--- src/rtl/hex_segment_reader.sv ---
// Reads an active-low seven-segment bus back into a 3-bit digit; patterns must settle for
// STABLE_CYCLES before a one-shot report (STABLE_CYCLES+3 edges latency); reports arriving while full are dropped and flagged.
module hex_segment_reader #(
  parameter int STABLE_CYCLES = 4
) (
  input  logic       CLOCK_50,
  input  logic       RESET,
  input  logic [6:0] SEG_IN,
  input  logic       OUT_READY,
  output logic       OUT_VALID,
  output logic [2:0] VALUE,
  output logic       ERR,
  output logic       OVERRUN
);

  localparam logic [6:0] BLANK  = 7'h7F;
  localparam logic [7:0] SC     = 8'(STABLE_CYCLES);
  localparam logic [7:0] SC_M1  = 8'(STABLE_CYCLES - 1);

  typedef enum logic {EMPTY, FULL} state_t;

  logic [6:0] s1, s2, cand, last_acc;
  logic [7:0] cnt;
  state_t     state;

  logic       accept;
  logic       fresh;
  logic       hit;
  logic [2:0] digit;
  logic       rpt;
  logic       rpt_err;
  logic       hs;

  always_comb begin
    hit   = 1'b1;
    digit = 3'd0;
    case (cand)
      7'h40:   digit = 3'd0;
      7'h79:   digit = 3'd1;
      7'h24:   digit = 3'd2;
      7'h30:   digit = 3'd3;
      7'h19:   digit = 3'd4;
      7'h12:   digit = 3'd5;
      7'h02:   digit = 3'd6;
      7'h78:   digit = 3'd7;
      default: hit = 1'b0;
    endcase
  end

  // One accept per stable run; a run matching the previous accept is a glitch-and-return.
  assign accept  = (s2 == cand) && (cnt == SC_M1);
  assign fresh   = accept && (cand != last_acc);
  assign rpt     = fresh && (cand != BLANK);
  assign rpt_err = !hit;
  assign hs      = (state == FULL) && OUT_READY;

  always_ff @(posedge CLOCK_50 or posedge RESET) begin
    if (RESET) begin
      s1       <= BLANK;
      s2       <= BLANK;
      cand     <= BLANK;
      cnt      <= 8'd0;
      last_acc <= BLANK;
    end else begin
      s1 <= SEG_IN;
      s2 <= s1;
      if (s2 != cand) begin
        cand <= s2;
        cnt  <= 8'd0;
      end else if (cnt < SC) begin
        cnt <= cnt + 8'd1;
      end
      if (fresh)
        last_acc <= cand;
    end
  end

  always_ff @(posedge CLOCK_50 or posedge RESET) begin
    if (RESET) begin
      state   <= EMPTY;
      VALUE   <= 3'd0;
      ERR     <= 1'b0;
      OVERRUN <= 1'b0;
    end else begin
      case (state)
        EMPTY: begin
          if (rpt) begin
            VALUE <= rpt_err ? 3'd0 : digit;
            ERR   <= rpt_err;
            state <= FULL;
          end
        end
        FULL: begin
          if (rpt && hs) begin
            VALUE <= rpt_err ? 3'd0 : digit;
            ERR   <= rpt_err;
          end else if (hs) begin
            state <= EMPTY;
          end else if (rpt) begin
            OVERRUN <= 1'b1;
          end
        end
        default: state <= EMPTY;
      endcase
    end
  end

  assign OUT_VALID = (state == FULL);

endmodule
--- config.mk ---
export PLATFORM = sky130hd
export DESIGN_NAME = hex_segment_reader
export DESIGN_NICKNAME = d
export VERILOG_FILES = /design/src/rtl/hex_segment_reader.sv
export SDC_FILE = /design/constraint.sdc
export NUM_CORES = 1
export LEC_CHECK = 0
export ABC_AREA = 1
export BUFFER_PORTS_ARGS = -buffer_cell sky130_fd_sc_hd__buf_2
export CAP_MARGIN = 10
export CORE_MARGIN = 4
export CORE_UTILIZATION = 30
export CTS_CLUSTER_DIAMETER = 80
export DETAILED_ROUTE_END_ITERATION = 10
export PLACE_DENSITY = 0.52
export SLEW_MARGIN = 20
export SYNTH_ARGS = -nofsm -noshare
export SYNTH_HDL_FRONTEND = slang
export SYNTH_SLANG_ARGS = --single-unit
--- constraint.sdc ---
create_clock -name CLOCK_50 -period 1.95 [get_ports CLOCK_50]
set_clock_uncertainty 0.05 [all_clocks]
set_input_delay 0.39 -clock CLOCK_50 [delete_from_list [all_inputs] [get_ports CLOCK_50]]
set_output_delay 0.39 -clock CLOCK_50 [all_outputs]
set_load 0.01 [all_outputs]
==> reports/qor.yml <==
yosysTopAreaCell: "dfstp_2"
worst_hold_slack_ns: 0.137
cp_top_family: "simple AND/OR/NAND/NOR gates"
syn-num-nets: 234
dr.pass1.iters: 4
drc_errors: 0
max_clock_freq_mhz: 587
ys_types: 26
cp-end-kind: "flop"
worstHoldStart: "SEG_IN[0]"
avgSynthCellArea_um2: 8.73
critPathSlowestCell: "dfstp_2"
intPower_uw: 1200
clock_latency_ns: 0.29
cp.depth: 9
grt_max_degree: 43
core_area_um2: 6310
grt_pass1_vias: 1328
cap_viol_max_count: 0
layout_setup_ws_ns: 0.245
period_needed_ns: 1.70
crit_type: "flop to flop"
reg2regPathDepth: 9
totalWireLength_um: 3460
synth_seq_cells: 42
dieArea_um2: 7840
io-pin-count: 16
cp_common_cell: "nand2_1"
hold_buffers: 0
cp_num_buf_inv: 1
clockBufferDepth: 2
min_to: "s1[0]"
place_congestion: 0.811
ys_async_sr_fraction: 1.00
clock-sinks: 42
power_density_nw_per_um2: 724
start_kind: "flop"
drive_gt1_frac: 0.315
vias_per_cell: 4.26
grt_usage: 0.0985
cts.clk_slew.worst_paths_ns: 0.08
num_antenna_cells: 0
grt_antenna_before_repair: 0
fp.dieH_um: 88.6
slowest_delay_ns: 0.59
portBuffers: 15
multiInputGateArea_um2: 701
tightest_slew_ns: 0.511
cp_max_fo: 6
rows: 29
postRouteAntennaNets: 0
area_growth_syn_to_layout_pct: 13.0
p_clk_frac: 0.347
yosys.area.top_type_share: 0.378
synth_edf_count: 0
grt_pass1_wl_um: 5930
switchingPower_uw: 390
die_w_um: 88.6
vias: 1354
yosysWarnings: 0
dp_hpwl_um: 2540
netSwitchingFraction: 0.245
worst_ep_required_time_ns: 2.08
slew_viol_final: 0
ir_drop_mv: 0.433
worstPathArrival_ns: 1.83
rsz0062_at_grt: "no"
pwr-share-comb: 0.068
grt.overflow.total: 0
htree_num_levels: 2
post_drt_wl_per_cell_um: 10.9
root_buffer: "clkbuf_8"
fin_crit_sh: 0.874
min_path_cells: 1
start_util: 0.308
cts_buffers: 5
fillerInstances: 674
r2r_setup_slack_ns: 0.25
ys_seq_area_frac: 0.558
layout.nets: 251
status: "finished clean"
seq_power_share: 0.586
netlist_instances: 223
pre_cts_ws_ns: 0.154
r2r-start: "cand[1]"
synth_top_flop_cell: "dfstp_2"
hold_viol_final: 0
drt_iter0_markers: 99
hold_class: "primary input to flop"
tritoncts: "built"
p_leak_uw: 0.00105
seqCellArea_um2: 1090
timing.slew.headroom: 0.660
setup_viol: 0
syn_area_um2: 1950
path_cells: "inv_2 > nand2_2 > nand2_1 > nor2_2 > nand2_1 > nor3_2 > nand4_1 > nand2_1 > nand2_1"
finalPower_uw: 1590
fin_tns_setup_ns: 0
yosys-top-cells-area: "dfstp_2 (38%), dfrtp_1 (18%), nand2_1 (12%), nor2_1 (6.6%), inv_1 (4.8%)"
reg2reg_to: "VALUE[0]"
## synth_stat cells (2+ instances only)
library cell and n:
nand4_1 7, o21ai_2 2, xnor2_1 5, inv_2 6
nand2_1 60, inv_1 25, o21ai_1 2, nor2_1 34
clkbuf_1 7, o21ai_0 3, nor3_1 2, dfstp_2 28
nor2_4 3, dfrtp_1 14, nand3_1 12, nand2_2 3
## repair_timing
action | 4_1_cts | 5_1_grt
buffers inserted | 0 | 3
endpoints found under the setup margin | 0 | 4
gates resized for setup | 0 | 3
hold endpoints to repair | 0 | 0
## state kept, by name (all words and copies together) (netlist names)
name       count
cnt            8
cand           7
last_acc       7
s1             7
s2             7
VALUE          3
ERR            1
OUT_VALID      1
OVERRUN        1
## placed cells by master, fill, tap and decap left out, types with 5 or more instances in the layout
cell	netlist	layout
clkbuf_8	0	5
nor2_1	34	33
nand2_1	60	59
buf_2	0	15
nand3_1	12	12
nand4_1	7	7
inv_2	6	6
dfstp_2	28	28
inv_1	25	25
dfrtp_1	14	14
xnor2_1	5	5
## worst register-to-register path, cell delays in order (launching register included)
cell	delay, ns
dfstp_2	0.59
inv_2	0.07
nand2_2	0.07
nand2_1	0.06
nor2_2	0.10
nand2_1	0.08
nor3_2	0.21
nand4_1	0.20
nand2_1	0.11
nand2_1	0.05
## power by group through the flow
stage	clock network [µW]	logic [µW]	registers, µW
after floorplan	0	84.5	940
after global placement	0	102	949
after detailed placement	0	101	950
after CTS	578	101	935
after global routing	609	127	936
final	552	108	932
## final cells by class
class                           count  share of cell area
Sequential cell                    42               0.494
Multi-Input combinational cell    140               0.319
Inverter                           32              0.0569
Timing Repair Buffer               19              0.0478
Tap cell                           77              0.0438
Clock buffer                        6              0.0330
Clock inverter                      2             0.00626
## worst max path at each step
stage                     startpoint     endpoint  slack, ns
after floorplan              cand[4]  last_acc[4]       0.41
after global placement       cand[2]     VALUE[2]       0.16
after detailed placement     cand[2]          ERR       0.15
after CTS                    cand[2]     VALUE[1]       0.13
after global routing         cand[1]     VALUE[0]      0.009
final                        cand[1]     VALUE[0]       0.25
## per-stage QoR
step                      area [µm²]  instances  utilization
final                           2200        318        0.348
after global routing            2200        318        0.348
after CTS                       2170        315        0.343
after detailed placement        2080        307        0.330
after global placement          2080        307        0.330
after floorplan                 1950        223            -
## cells by family (layout without fill, tap and decap cells)
group / after synthesis / in the layout / synth area share
xor+xnor: 6 / 6 / 0.0270
simple gates: 124 / 124 / 0.291
fa+ha+maj: 1 / 1 / 0.00643
flops: 42 / 42 / 0.558
buf+inv: 41 / 59 / 0.0874
compound gates: 9 / 9 / 0.0302
## per-layer routing
layer / vias to the layer above / wire length [µm] / global-route usage
li1: 708 / - / -
met1: 617 / 1690 / 0.130
met2: 25 / 1580 / 0.156
met3: 4 / 157 / 0.0279
met4: 0 / 31 / 0.0330
met5: - / 0 / 0
No activity file was read; power rests on OpenSTA's default activity.
